**src/rtl/pcm_highway_rx.sv**
```systemverilog
// Receive side of the 8-channel PCM highway: synchronizes bclk/frame_n/din, tracks bit
// position within the frame, deserializes channel slots and maintains frame lock.
module pcm_highway_rx #(
  parameter int unsigned FRAME_BITS  = 512,
  parameter int unsigned NUM_CH      = 8,
  parameter int unsigned CH_PITCH    = 16,
  parameter int unsigned SLOT_BITS   = 8,
  parameter int unsigned FIRST_BIT   = 1,
  parameter int unsigned LOCK_FRAMES = 2,
  parameter int unsigned MISS_MAX    = 2
) (
  input  logic                      clk,
  input  logic                      rest,
  input  logic                      bclk,
  input  logic                      frame_n,
  input  logic                      din,
  output logic [SLOT_BITS-1:0]      ch_data,
  output logic [$clog2(NUM_CH)-1:0] ch_idx,
  output logic                      ch_valid,
  output logic                      locked,
  output logic                      sync_err
);

  localparam int unsigned BW = $clog2(FRAME_BITS);
  localparam int unsigned CW = $clog2(NUM_CH);

  typedef logic [BW-1:0] pos_t;
  typedef logic [3:0]    cnt_t;

  localparam pos_t LastPos  = pos_t'(FRAME_BITS - 1);
  localparam pos_t FirstPos = pos_t'(FIRST_BIT);
  localparam pos_t Pitch    = pos_t'(CH_PITCH);
  localparam pos_t SlotLen  = pos_t'(SLOT_BITS);
  localparam pos_t NumCh    = pos_t'(NUM_CH);
  localparam cnt_t LockN    = cnt_t'(LOCK_FRAMES);
  localparam cnt_t MissN    = cnt_t'(MISS_MAX);

  typedef enum logic [1:0] {StHunt, StVerify, StLocked} state_e;

  logic [2:0]           bclk_sr;
  logic [1:0]           fn_sr;
  logic [1:0]           din_sr;
  logic                 fn_prev_q;
  pos_t                 bpos_q;
  logic [SLOT_BITS-2:0] shreg_q;
  state_e               state_q, state_d;
  cnt_t                 good_q, good_d;
  cnt_t                 miss_q, miss_d;
  logic                 sync_err_d;

  logic                 tick, fn_s, din_s, fstart, wrap, expected;
  pos_t                 bpos_nxt, off, slot, rem;
  logic                 in_slot, slot_last, emit;
  logic [SLOT_BITS-1:0] byte_nxt;

  always_ff @(posedge clk or negedge rest) begin
    if (!rest) begin
      bclk_sr <= '1;
      fn_sr   <= '1;
      din_sr  <= '0;
    end else begin
      bclk_sr <= {bclk_sr[1:0], bclk};
      fn_sr   <= {fn_sr[0], frame_n};
      din_sr  <= {din_sr[0], din};
    end
  end

  assign tick     = bclk_sr[1] & ~bclk_sr[2];
  assign fn_s     = fn_sr[1];
  assign din_s    = din_sr[1];
  assign fstart   = tick & ~fn_s & fn_prev_q;
  assign expected = (bpos_q == LastPos);
  assign wrap     = tick & ~fstart & expected;

  // Slot decode uses the position this tick's sample belongs to.
  always_comb begin
    bpos_nxt = '0;
    if (!fstart && !expected) bpos_nxt = bpos_q + 1'b1;
    off       = bpos_nxt - FirstPos;
    slot      = off / Pitch;
    rem       = off % Pitch;
    in_slot   = (bpos_nxt >= FirstPos) && (slot < NumCh) && (rem < SlotLen);
    slot_last = in_slot && (rem == SlotLen - 1'b1);
    byte_nxt  = {shreg_q, din_s};
    emit      = tick && !fstart && slot_last && (state_q == StLocked);
  end

  always_comb begin
    state_d    = state_q;
    good_d     = good_q;
    miss_d     = miss_q;
    sync_err_d = 1'b0;
    if (fstart) begin
      case (state_q)
        StHunt: begin
          state_d = StVerify;
          good_d  = cnt_t'(1);
        end
        StVerify: begin
          if (expected) begin
            good_d = good_q + cnt_t'(1);
            if (good_q + cnt_t'(1) >= LockN) begin
              state_d = StLocked;
              miss_d  = '0;
            end
          end else begin
            good_d = cnt_t'(1);
          end
        end
        StLocked: begin
          if (expected) begin
            miss_d = '0;
          end else begin
            sync_err_d = 1'b1;
            state_d    = StVerify;
            good_d     = cnt_t'(1);
          end
        end
        default: state_d = StHunt;
      endcase
    end else if (wrap) begin
      case (state_q)
        StVerify: state_d = StHunt;
        StLocked: begin
          if (miss_q + cnt_t'(1) >= MissN) begin
            state_d = StHunt;
            miss_d  = '0;
          end else begin
            miss_d = miss_q + cnt_t'(1);
          end
        end
        default: state_d = state_q;
      endcase
    end
  end

  always_ff @(posedge clk or negedge rest) begin
    if (!rest) begin
      state_q   <= StHunt;
      good_q    <= '0;
      miss_q    <= '0;
      fn_prev_q <= 1'b1;
      bpos_q    <= '0;
      shreg_q   <= '0;
      ch_data   <= '0;
      ch_idx    <= '0;
      ch_valid  <= 1'b0;
      sync_err  <= 1'b0;
    end else begin
      state_q  <= state_d;
      good_q   <= good_d;
      miss_q   <= miss_d;
      sync_err <= sync_err_d;
      ch_valid <= emit;
      if (tick) begin
        fn_prev_q <= fn_s;
        bpos_q    <= bpos_nxt;
        // A frame start discards any partially assembled byte.
        if (fstart) shreg_q <= '0;
        else if (in_slot) shreg_q <= byte_nxt[SLOT_BITS-2:0];
      end
      if (emit) begin
        ch_data <= byte_nxt;
        ch_idx  <= slot[CW-1:0];
      end
    end
  end

  assign locked = (state_q == StLocked);

endmodule

```
**config.mk**
```make
export PLATFORM = sky130hd
export DESIGN_NAME = pcm_highway_rx
export DESIGN_NICKNAME = d
export VERILOG_FILES = /design/src/rtl/pcm_highway_rx.sv
export SDC_FILE = /design/constraint.sdc
export NUM_CORES = 1
export LEC_CHECK = 0
export BUFFER_PORTS_ARGS = -buffer_cell sky130_fd_sc_hd__buf_2
export CORE_ASPECT_RATIO = 0.5
export CORE_MARGIN = 1
export CORE_UTILIZATION = 45
export CTS_CLUSTER_SIZE = 24
export DETAILED_ROUTE_END_ITERATION = 8
export GPL_ROUTABILITY_DRIVEN = 0
export HOLD_SLACK_MARGIN = 0.03
export REMOVE_ABC_BUFFERS = 1
export SLEW_MARGIN = 20
export SYNTH_ARGS = -nofsm -noshare
export SYNTH_HDL_FRONTEND = slang
export SYNTH_SLANG_ARGS = --single-unit
```
**constraint.sdc**
```tcl
create_clock -name clk -period 4.3 [get_ports clk]
set_input_delay 0.43 -clock clk [delete_from_list [all_inputs] [get_ports clk]]
set_output_delay 0.43 -clock clk [all_outputs]
set_load 0.05 [all_outputs]
```
=== Word level (Yosys, flattened, before mapping) ===
Index checks and enable logic that the tools add are counted.

* Bits in registers: 47
* Bits in latches: 0
* Memory bits (writable): 0
* ROM bits: 0
* Input bits: 5
* Output and inout bits: 14
* Logic and storage cells: 85
* Memories: 0

* $add $sub $neg: 4
* Multiply operators: 0
* Divide/modulo/power cells: 0
* Order comparisons: 5
* Equal/unequal tests: 10
* Shifts and indexed selects: 0
* Mux-type cells: 25
* Bitwise logic cells: 8
* Reduce and logical (&&, ||, !) cells: 20

{| class="wikitable"
|+ Operator list
! kind !! number
|-
| 4-bit 2-to-1 mux || 9
|-
| 7-bit 2-to-1 mux || 2
|-
| 2-bit 2-to-1 mux || 6
|-
| 4-bit one-hot mux with 3 select lines || 1
|-
| 6-bit AND reduction || 2
|-
| 9-bit by 1-bit adder with 9-bit output (second input constant) || 1
|-
| 9-bit == test (second input constant) || 1
|-
| 9-bit by 1-bit greater-or-equal comparator with 1-bit output (second input constant) || 1
|-
| 9-bit 2-to-1 mux || 1
|-
| 3-bit != test (second input constant) || 3
|-
| 9-bit by 1-bit subtractor with 9-bit output (second input constant) || 1
|-
| 4-bit by 1-bit adder with 4-bit output (second input constant) || 2
|-
| 4-bit by 2-bit greater-or-equal comparator with 1-bit output (second input constant) || 2
|-
| 4-bit one-hot mux with 2 select lines || 1
|-
| 2-bit nonzero test || 4
|-
| 1-bit logical AND || 7
|-
| 2-bit one-hot mux with 3 select lines || 1
|-
| 3-bit nonzero test || 2
|-
| 1-bit AND || 5
|-
| 5-bit by 4-bit < comparator with 1-bit output (second input constant) || 1
|-
| 4-bit by 3-bit == test with 1-bit output (second input constant) || 1
|-
| 4-bit < comparator (second input constant) || 1
|-
| 2-bit one-hot mux with 2 select lines || 1
|-
| 1-bit 2-to-1 mux || 3
|-
| 10 further kinds || 13
|}

=== Logic depth before layout (Yosys ltp) ===
Gate-level depths: netlist of run 1.

* Depth after elaboration: 14
* Gate-level depth with buffers: 14
* Gate-level depth less buffers: 11

=== Worst setup path after synthesis of run 1 ===
OpenSTA, ideal clock, no wires.

* Path kind: reg-to-reg
* Start point: register bpos_q[0]
* End point: register ch_data[2]
* Setup time: 125 ps
* Arrival: 2857 ps
* Data required time: 4175 ps
* Setup slack: 1318 ps
* Cell stages (with the launch flop): 14
* Path buffers: 3
* Clock period less this slack: 2982 ps
* Cell sequence: dfrtp_1 ha_1 buf_4 nand3_1 nor2_1 and3_1 ha_1 clkbuf_1 nor2_1 nand3_1 a2111o_1 a211oi_4 buf_6 mux2_4

* Longest elaborated chain between the ends: 11
* Elaborated cells on any way between the ends: 15
* Classes of those cells: 2 x add/sub; 3 x order compare; 2 x eq/ne; 1 x mux; 7 x reduce/logical

{| class="wikitable"
|+ Ends and longest elaborated chain
! element !! line !! text
|-
| start, declared || 44 || <nowiki>pos_t bpos_q;</nowiki>
|-
| start signal, assigned || 157 || <nowiki>bpos_q <= bpos_nxt;</nowiki>
|-
| parallel branches: the longest is 3 deep, another holds 9-bit by 1-bit adder with 9-bit output || n/a ||
|-
| 9-bit 2-to-1 mux * || 78 || <nowiki>if (!fstart && !expected) bpos_nxt = bpos_q + 1'b1;</nowiki>
|-
| 9-bit by 1-bit subtractor with 9-bit output || 79 || <nowiki>off = bpos_nxt - FirstPos;</nowiki>
|-
| 5-bit by 4-bit < comparator with 1-bit output || 82 || <nowiki>in_slot = (bpos_nxt >= FirstPos) && (slot < NumCh) && (rem < SlotLen);</nowiki>
|-
| 1-bit logical AND (2 in a row) || 82 ||
|-
| 1-bit logical AND * || 83 || <nowiki>slot_last = in_slot && (rem == SlotLen - 1'b1);</nowiki>
|-
| 1-bit logical AND * (2 in a row) || 85 || <nowiki>emit = tick && !fstart && slot_last && (state_q == StLocked);</nowiki>
|-
| end signal, assigned || 163 || <nowiki>ch_data <= byte_nxt;</nowiki>
|-
| end, declared || 17 || <nowiki>output logic [SLOT_BITS-1:0] ch_data,</nowiki>
|}

Every way passes the cells marked *.
A chain may end at the register's enable or synchronous reset.

=== Worst setup path in the final report of run 1 ===
* Start point: register bpos_q[0]
* End point: register ch_data[7]

Same word-level chain as after synthesis.

==> results of run 1 <==
-- kinds of logic (layout without fill, tap and decap cells) --
family / Yosys count / count (layout) / share of synthesized area (%)
AND/OR/NAND/NOR: 90 / 90 / 18.56
flip-flops: 47 / 47 / 50.32
AO/OA/AOI/OAI: 42 / 42 / 11.12
XOR/XNOR: 14 / 14 / 5.213
buffers and inverters: 14 / 33 / 3.085
multiplexers: 12 / 12 / 6.383
adder cells (fa/ha/maj): 10 / 10 / 5.319
-- cell type report --
class | count | area (um^2) | share of cell area (%)
multi-input cells | 168 | 1096 | 42.12
clock inverters | 3 | 43.79 | 1.683
repair buffers | 19 | 100.1 | 3.846
flip-flops and latches | 47 | 1184 | 45.48
clock buffers | 5 | 68.82 | 2.644
inverters | 6 | 22.52 | 0.8654
well taps | 70 | 87.58 | 3.365
-- power groups by stage --
stage	registers [W]	logic, W	clock network [W]
2_1_floorplan	0.000551	0.000149	0
3_3_place_gp	0.000565	0.000188	0
3_5_place_dp	0.000567	0.000191	0
4_1_cts	0.000558	0.000191	0.000333
5_1_grt	0.000570	0.000220	0.000350
6_report	0.000559	0.000190	0.000318
-- through the flow --
step	total power (W)	setup slack [ps]
finish	0.001067	907.3
global route	0.001141	610.7
CTS	0.001083	894.4
detailed placement	0.0007577	911.8
global placement	0.0007535	1019
floorplan	0.0006995	1215
-- worst max-delay path by stage --
stage,end,from,slack (ps),cells after the start
6_report,ch_data[7]$_DFFE_PN0P_,bpos_q[0]$_DFFE_PN0N_,910,10
5_1_grt,ch_data[7]$_DFFE_PN0P_,bpos_q[0]$_DFFE_PN0N_,610,10
4_1_cts,ch_data[7]$_DFFE_PN0P_,bpos_q[0]$_DFFE_PN0N_,890,10
3_5_place_dp,ch_data[1]$_DFFE_PN0P_,bpos_q[0]$_DFFE_PN0N_,910,10
3_3_place_gp,ch_data[7]$_DFFE_PN0P_,bpos_q[0]$_DFFE_PN0N_,1020,10
2_1_floorplan,ch_data[0]$_DFFE_PN0P_,bpos_q[0]$_DFFE_PN0N_,1220,10
-- state kept, by name, summed over array words and instances, names as in the netlist --
name       count
shreg_q        7
ch_valid       1
good_q         4
ch_data        8
sync_err       1
state_q        2
bclk_sr        3
fn_prev_q      1
ch_idx         3
fn_sr          2
bpos_q         9
din_sr         2
miss_q         4
-- synthesized netlist by cell type (all sizes together) (4+ instances only) --
cell | instances | area [um^2]
a21oi | 7 | 35.03
buf | 4 | 35.03
clkbuf | 4 | 15.01
dfrtp | 41 | 1026
dfstp | 6 | 157.7
ha | 10 | 125.1
inv | 6 | 22.52
mux2 | 9 | 120.1
nand2 | 38 | 142.6
nand2b | 4 | 25.02
nand3 | 10 | 50.05
nor2 | 15 | 56.30
o21ai | 24 | 120.1
xnor2 | 6 | 52.55
xor2 | 8 | 70.07
-- layer usage --
layer | track usage, % | vias up | wire, um | part of all wire, %
li1 | - | 826 | - | -
met5 | 0 | - | 0 | 0
met3 | 4.803 | 4 | 173 | 4.2
met1 | 23.11 | 781 | 2225 | 53
met2 | 27.00 | 35 | 1745 | 42
met4 | 4.048 | 0 | 19 | 0.46
-- critical path, delay by kind of cell (launching register included) --
kind	cells	cell delay, ps
flip-flops	1	460
AND/OR/NAND/NOR	5	780
adder cells (fa/ha/maj)	2	570
multiplexers	1	400
AO/OA/AOI/OAI	2	1060
==> metrics.md, run 1 <==
| Metric | Value |
|---|---|
| Max-cap viol count | `0` |
| Final Instance Area | `between 2000 and 3000 um^2` |
| Placed cell areas | `2487 um^2` |
| Hold Path Class | `primary input to async pin` |
| Internal | `0.0007483 W` |
| Num CTS Buffers | `5` |
| Die area | `5538 um^2` |
| Max Freq | `0.2948 GHz` |
| Primary FF master, synth | `dfrtp_1` |
| Setup CP Type | `flip-flop to flip-flop` |
| Sw frac | `29.87%` |
| Worst slew margin | `between 50% and 60%` |
| Vias in the first global route | `around 1500` |
| Avg WL per Cell | `13.09 um` |
| Startpoint type of the worst setup path | `flip-flop` |
| R2R Path End | `ch_data[7]$_DFFE_PN0P_` |
| Slowest cell delay on critical path | `roughly 640 ps` |
| DR DRC count | `0` |
| Fill count | `470` |
| Nets | `262` |
| Diode count | `0` |
| Final setup violation count | `0` |
| Fin. max-slew vios | `0` |
| P_leak | `1.177 nW` |
| DRT Pass-1 Iters | `4` |
| Clock root buffer | `clkbuf_8` |
| Fin crit share | `between 70 and 80%` |
| Worst slew pin tran | `695.6 ps` |
| VDD IR-drop max | `178.3 uV` |
| WP data arrival | `3580 ps` |
| Clock Skew | `5.213 ps` |
| Slowest cell on the critical path | `a211oi_4` |
| Worst R2R Start | `bpos_q[0]$_DFFE_PN0N_` |
| Hold_ws | `125.5 ps` |
| Final core utilization | `52.29%` |
| Clk_lat worst skew | `between 200 and 300 ps` |
| Initial antenna violation count | `0` |
| Share of power burned in registers | `52.4%` |
| Row cnt | `18` |
| Cell count after synthesis | `229` |
| Async SR Flop Fraction | `100.0%` |
| Crit path cell chain | `ha_1, nand3_1, nor2_1, and3_1, ha_1, nor2_1, nand3_1, a2111o_1, a211oi_4, mux2_2` |
| Yosys reg bits | `47` |
| Pwr per Cell Area | `roughly 410 nW/um^2` |
| DIE HEIGHT | `approximately 53 um` |
| Setup bufs post-CTS | `0` |
| Placed cell count | `between 300 and 400` |
| Clock buffer depth | `2` |
| Final Hold Fails | `0` |
| First-pass GRT wire length | `7.210 mm` |
| Post-route setup TNS | `0 ps` |
| # resized after CTS | `0` |
| Final ANT Viol Nets | `0` |
| DP Wirelength | `2.997 mm` |
| Fin crit period | `3393 ps` |
| Layout cells sized above 1 | `a little under a fifth` |
| Crit-path max FO | `13` |
| Run status | `finished, final reports clean` |
| Largest net degree at the start of global routing | `between 40 and 50` |
| Via count of the routed design | `1646` |
| Final wirelength | `4.163 mm` |
| CTS tree | `built` |
| Area Growth Syn to Fin | `10.64%` |
| Commonest non-fill, non-tap cell in the layout | `dfrtp_1` |
| Die Wd | `104.2 um` |
| R2R Setup Slk | `just over 900 ps` |
| R2r worst-path depth | `10` |
| Synth Warn # | `0` |
| CTS Hold Buffers Added | `0` |
| Most frequent cells in the layout | `dfrtp_1 (41), nand2_1 (38), o21ai_0 (24), buf_2 (17), nor2_1 (15)` |
| Post-synth EDFFs | `0` |
| Sequential share of the synthesized area | `50.32%` |
| CTS H-tree lvls | `2` |
| Final Instance Count excl. Fillers | `318` |
| GR Util All Layers | `16.98%` |
| Grt total ovfl | `0` |
| IO Pins | `19` |
| Port-buffer cells | `18` |
| Initial Util | `47.26%` |
| Clock power share | `between 20% and 30%` |
| # clock sinks | `47` |
| CP required | `4480 ps` |
| Netlist Area Pre-Place | `roughly 2400 um^2` |
| Crit. End Element | `flip-flop` |
| Avg Cell Area, Syn | `approximately 10 um^2` |
| Count of different cell masters after synthesis | `41` |
| Net Sw Power | `0.0003188 W` |
| Logic pwr share | `17.8%` |
| Reg clk slew, reported paths | `90 ps` |
| RSZ-0062 raised after global routing | `no` |
| Drt first-iter violations | `51` |
| Vias per cell | `approximately 5.2` |
| Core ar. | `4977 um^2` |
Power figures use the tool's default switching activity.
==> inputs of run 2 (changes only) <==
PLACE_DENSITY = 0.65   (was default)
clock period = 3.07 ns   (was 4.3 ns; I/O delays follow)
==> run 2 against run 1 <==
The flow now finishes with violations (DRC, hold timing). First-iteration DRC count increased by 20%. Maximum frequency is 17% higher. Critical path depth up 1. Sequential power increased by 36%. Total power increased by 44%. Global-route usage increased by 0.63 points. Register-to-register slack got worse by 730 ps. Clock power up 46%. Count of clock-buffer cells in the layout stayed put. Combinational power grew 66%. Critical path type unchanged.
==> metrics.md, run 2 (synthesis results as in run 1) <==
| Metric | Value |
|---|---|
| Run status | `complete, but fails checks` |
| Failing checks | `DRC, hold timing` |
| Core ar. | `4977 um^2` |
| CTS tree | `built` |
| Reg clk slew, reported paths | `90 ps` |
| Final Instance Count excl. Fillers | `324` |
| Largest regs | `bpos_q: 9 flops, ch_data: 8 flops, shreg_q: 7 flops` |
| Crit. End Element | `flip-flop` |
| Final ANT Viol Nets | `0` |
| Die Wd | `104.2 um` |
| Hold_ws | `-9.246 ps` |
| Vias per cell | `5.287` |
| VDD IR-drop max | `228.0 uV` |
| R2r worst-path depth | `11` |
| Capture point of the worst path | `ch_data[1]$_DFFE_PN0P_` |
| Setup CP Type | `flip-flop to flip-flop` |
| Layout cells sized above 1 | `22.05%` |
| IO Pins | `19` |
| Hold Path Class | `primary input to async pin` |
| Largest net degree at the start of global routing | `48` |
| Biggest register | `bpos_q` |
| Grt total ovfl | `0` |
| Placed cell count | `approximately 320` |
| Die area | `5538 um^2` |
| Initial Util | `47.26%` |
| Fin crit period | `~2900 ps` |
| Final Instance Area | `2655 um^2` |
| Initial antenna violation count | `0` |
| Max Freq | `~0.35 GHz` |
| Final Hold Fails | `9` |
| Final wirelength | `4.397 mm` |
| Place WS | `141.7 ps` |
| R2R Path End | `ch_data[1]$_DFFE_PN0P_` |
| CTS H-tree lvls | `2` |
| Fin crit share | `94.17%` |
| Final WS setup | `179.1 ps` |
| DIE HEIGHT | `53.13 um` |
| Crit-path max FO | `13` |
| Fin. max-slew vios | `0` |
| DRT Pass-1 Iters | `6` |
| Commonest non-fill, non-tap cell in the layout | `dfrtp_1` |
| Startpoint type of the worst setup path | `flip-flop` |
| Nets | `268` |
| DP Wirelength | `3.142 mm` |
| Final core utilization | `between 50% and 60%` |
| Worst R2R Start | `bpos_q[0]$_DFFE_PN0N_` |
| Area Growth Syn to Fin | `12.87%` |
| RSZ-0062 raised after global routing | `no` |
| Pwr per Cell Area | `580.6 nW/um^2` |
| Port-buffer cells | `18` |
| CP required | `~3300 ps` |
| DR DRC count | `1` |
| Placed cell areas | `2532 um^2` |
| CP startpoint | `bpos_q[0]$_DFFE_PN0N_` |
| Vias in the first global route | `1655` |
| P_leak | `1.202 nW` |
| Avg WL per Cell | `13.57 um` |
| Max-cap viol count | `0` |
| Max reg flops | `9` |
| GR Util All Layers | `17.61%` |
| R2R Setup Slk | `between 150 and 200 ps` |
| Clock buffer depth | `2` |
| Diode count | `0` |
| Worst slew margin | `roughly three fifths` |
| Via count of the routed design | `1713` |
| # clock sinks | `47` |
| Drt first-iter violations | `61` |
| Most frequent cells in the layout | `dfrtp_1 (39), nand2_1 (38), o21ai_0 (24), buf_2 (17), nor2_1 (14)` |
| Clock Skew | `8.428 ps` |
| Worst slew pin tran | `around 580 ps` |
| Clk_lat worst skew | `~300 ps` |
| First-pass GRT wire length | `7.410 mm` |
| Post-route setup TNS | `0 ps` |
| Final setup violation count | `0` |
| Setup bufs post-CTS | `0` |
| WP data arrival | `3090 ps` |
| Num CTS Buffers | `5` |
| Clock root buffer | `clkbuf_8` |
| Row cnt | `18` |
run 2: cell count changes in the layout (fill, tap and decap cells not counted):
cell / previous run / this run
clkinv_2: 1 / 0
clkinvlp_4: 0 / 1
inv_6: 0 / 1
nor2_2: 0 / 1
dfrtp_1: 41 / 39
buf_4: 2 / 8
dfrtp_2: 0 / 2
clkinv_4: 1 / 0
nor2_1: 15 / 14
run 2: area by class of cell:
type                       count  area [um^2]
inverter                       6        22.52
timing repair buffer          25        145.1
tap                           70        87.58
sequential                    47         1186
multi-input combinational    168         1099
fill                         453         2322
clock buffer                   5        68.82
clock inverter                 3        46.29
run 2: worst min path at each step:
stage,start,end,cells after the start
after floorplan,rest,bpos_q[0]$_DFFE_PN0N_,0
after global placement,din_sr[0]$_DFF_PN0_,din_sr[1]$_DFF_PN0_,0
after detailed placement,din_sr[0]$_DFF_PN0_,din_sr[1]$_DFF_PN0_,0
after CTS,frame_n,fn_sr[0]$_DFF_PN1_,1
after global routing,rest,ch_data[4]$_DFFE_PN0P_,1
final,rest,ch_data[3]$_DFFE_PN0P_,1
run 2: power breakdown:
part	total, W	switching (W)	leakage [nW]	internal, W
logic	0.000316	0.000187	0.532	0.000128
registers	0.000763	0.0000651	0.615	0.000698
clock network	0.000463	0.000218	0.0548	0.000245
total	0.00154	0.000470	1.20	0.00107
run 2: per-stage QoR:
step,power [W],hold slack [ps]
finish,0.001542,-9.246
global route,0.001636,37.43
CTS,0.001557,85.82
detailed placement,0.001088,345.1
global placement,0.001072,333.4
floorplan,0.0009798,11.41
run 2: timing repair:
item	in CTS	in global routing
resized for setup	0	3
hold buffers	0	0
endpoints found under the setup margin	0	8
run 2: critical path, cell delays in order (launching register included):
cell and delay (ps):
dfrtp_2 460, ha_1 230, nand3_1 160, nor2_2 70, and3_1 180, ha_1 280
nor2_1 90, nand3_1 110, a2111o_1 410, a211oi_4 200, buf_4 250, mux2_2 350
run 2: per-layer routing:
metal	routed length (um)	vias up	global-route usage (%)
met1	2183	846	21.77
met2	2043	25	31.22
li1	-	838	-
met4	34	0	5.952
met3	135	4	4.064
met5	0	-	0
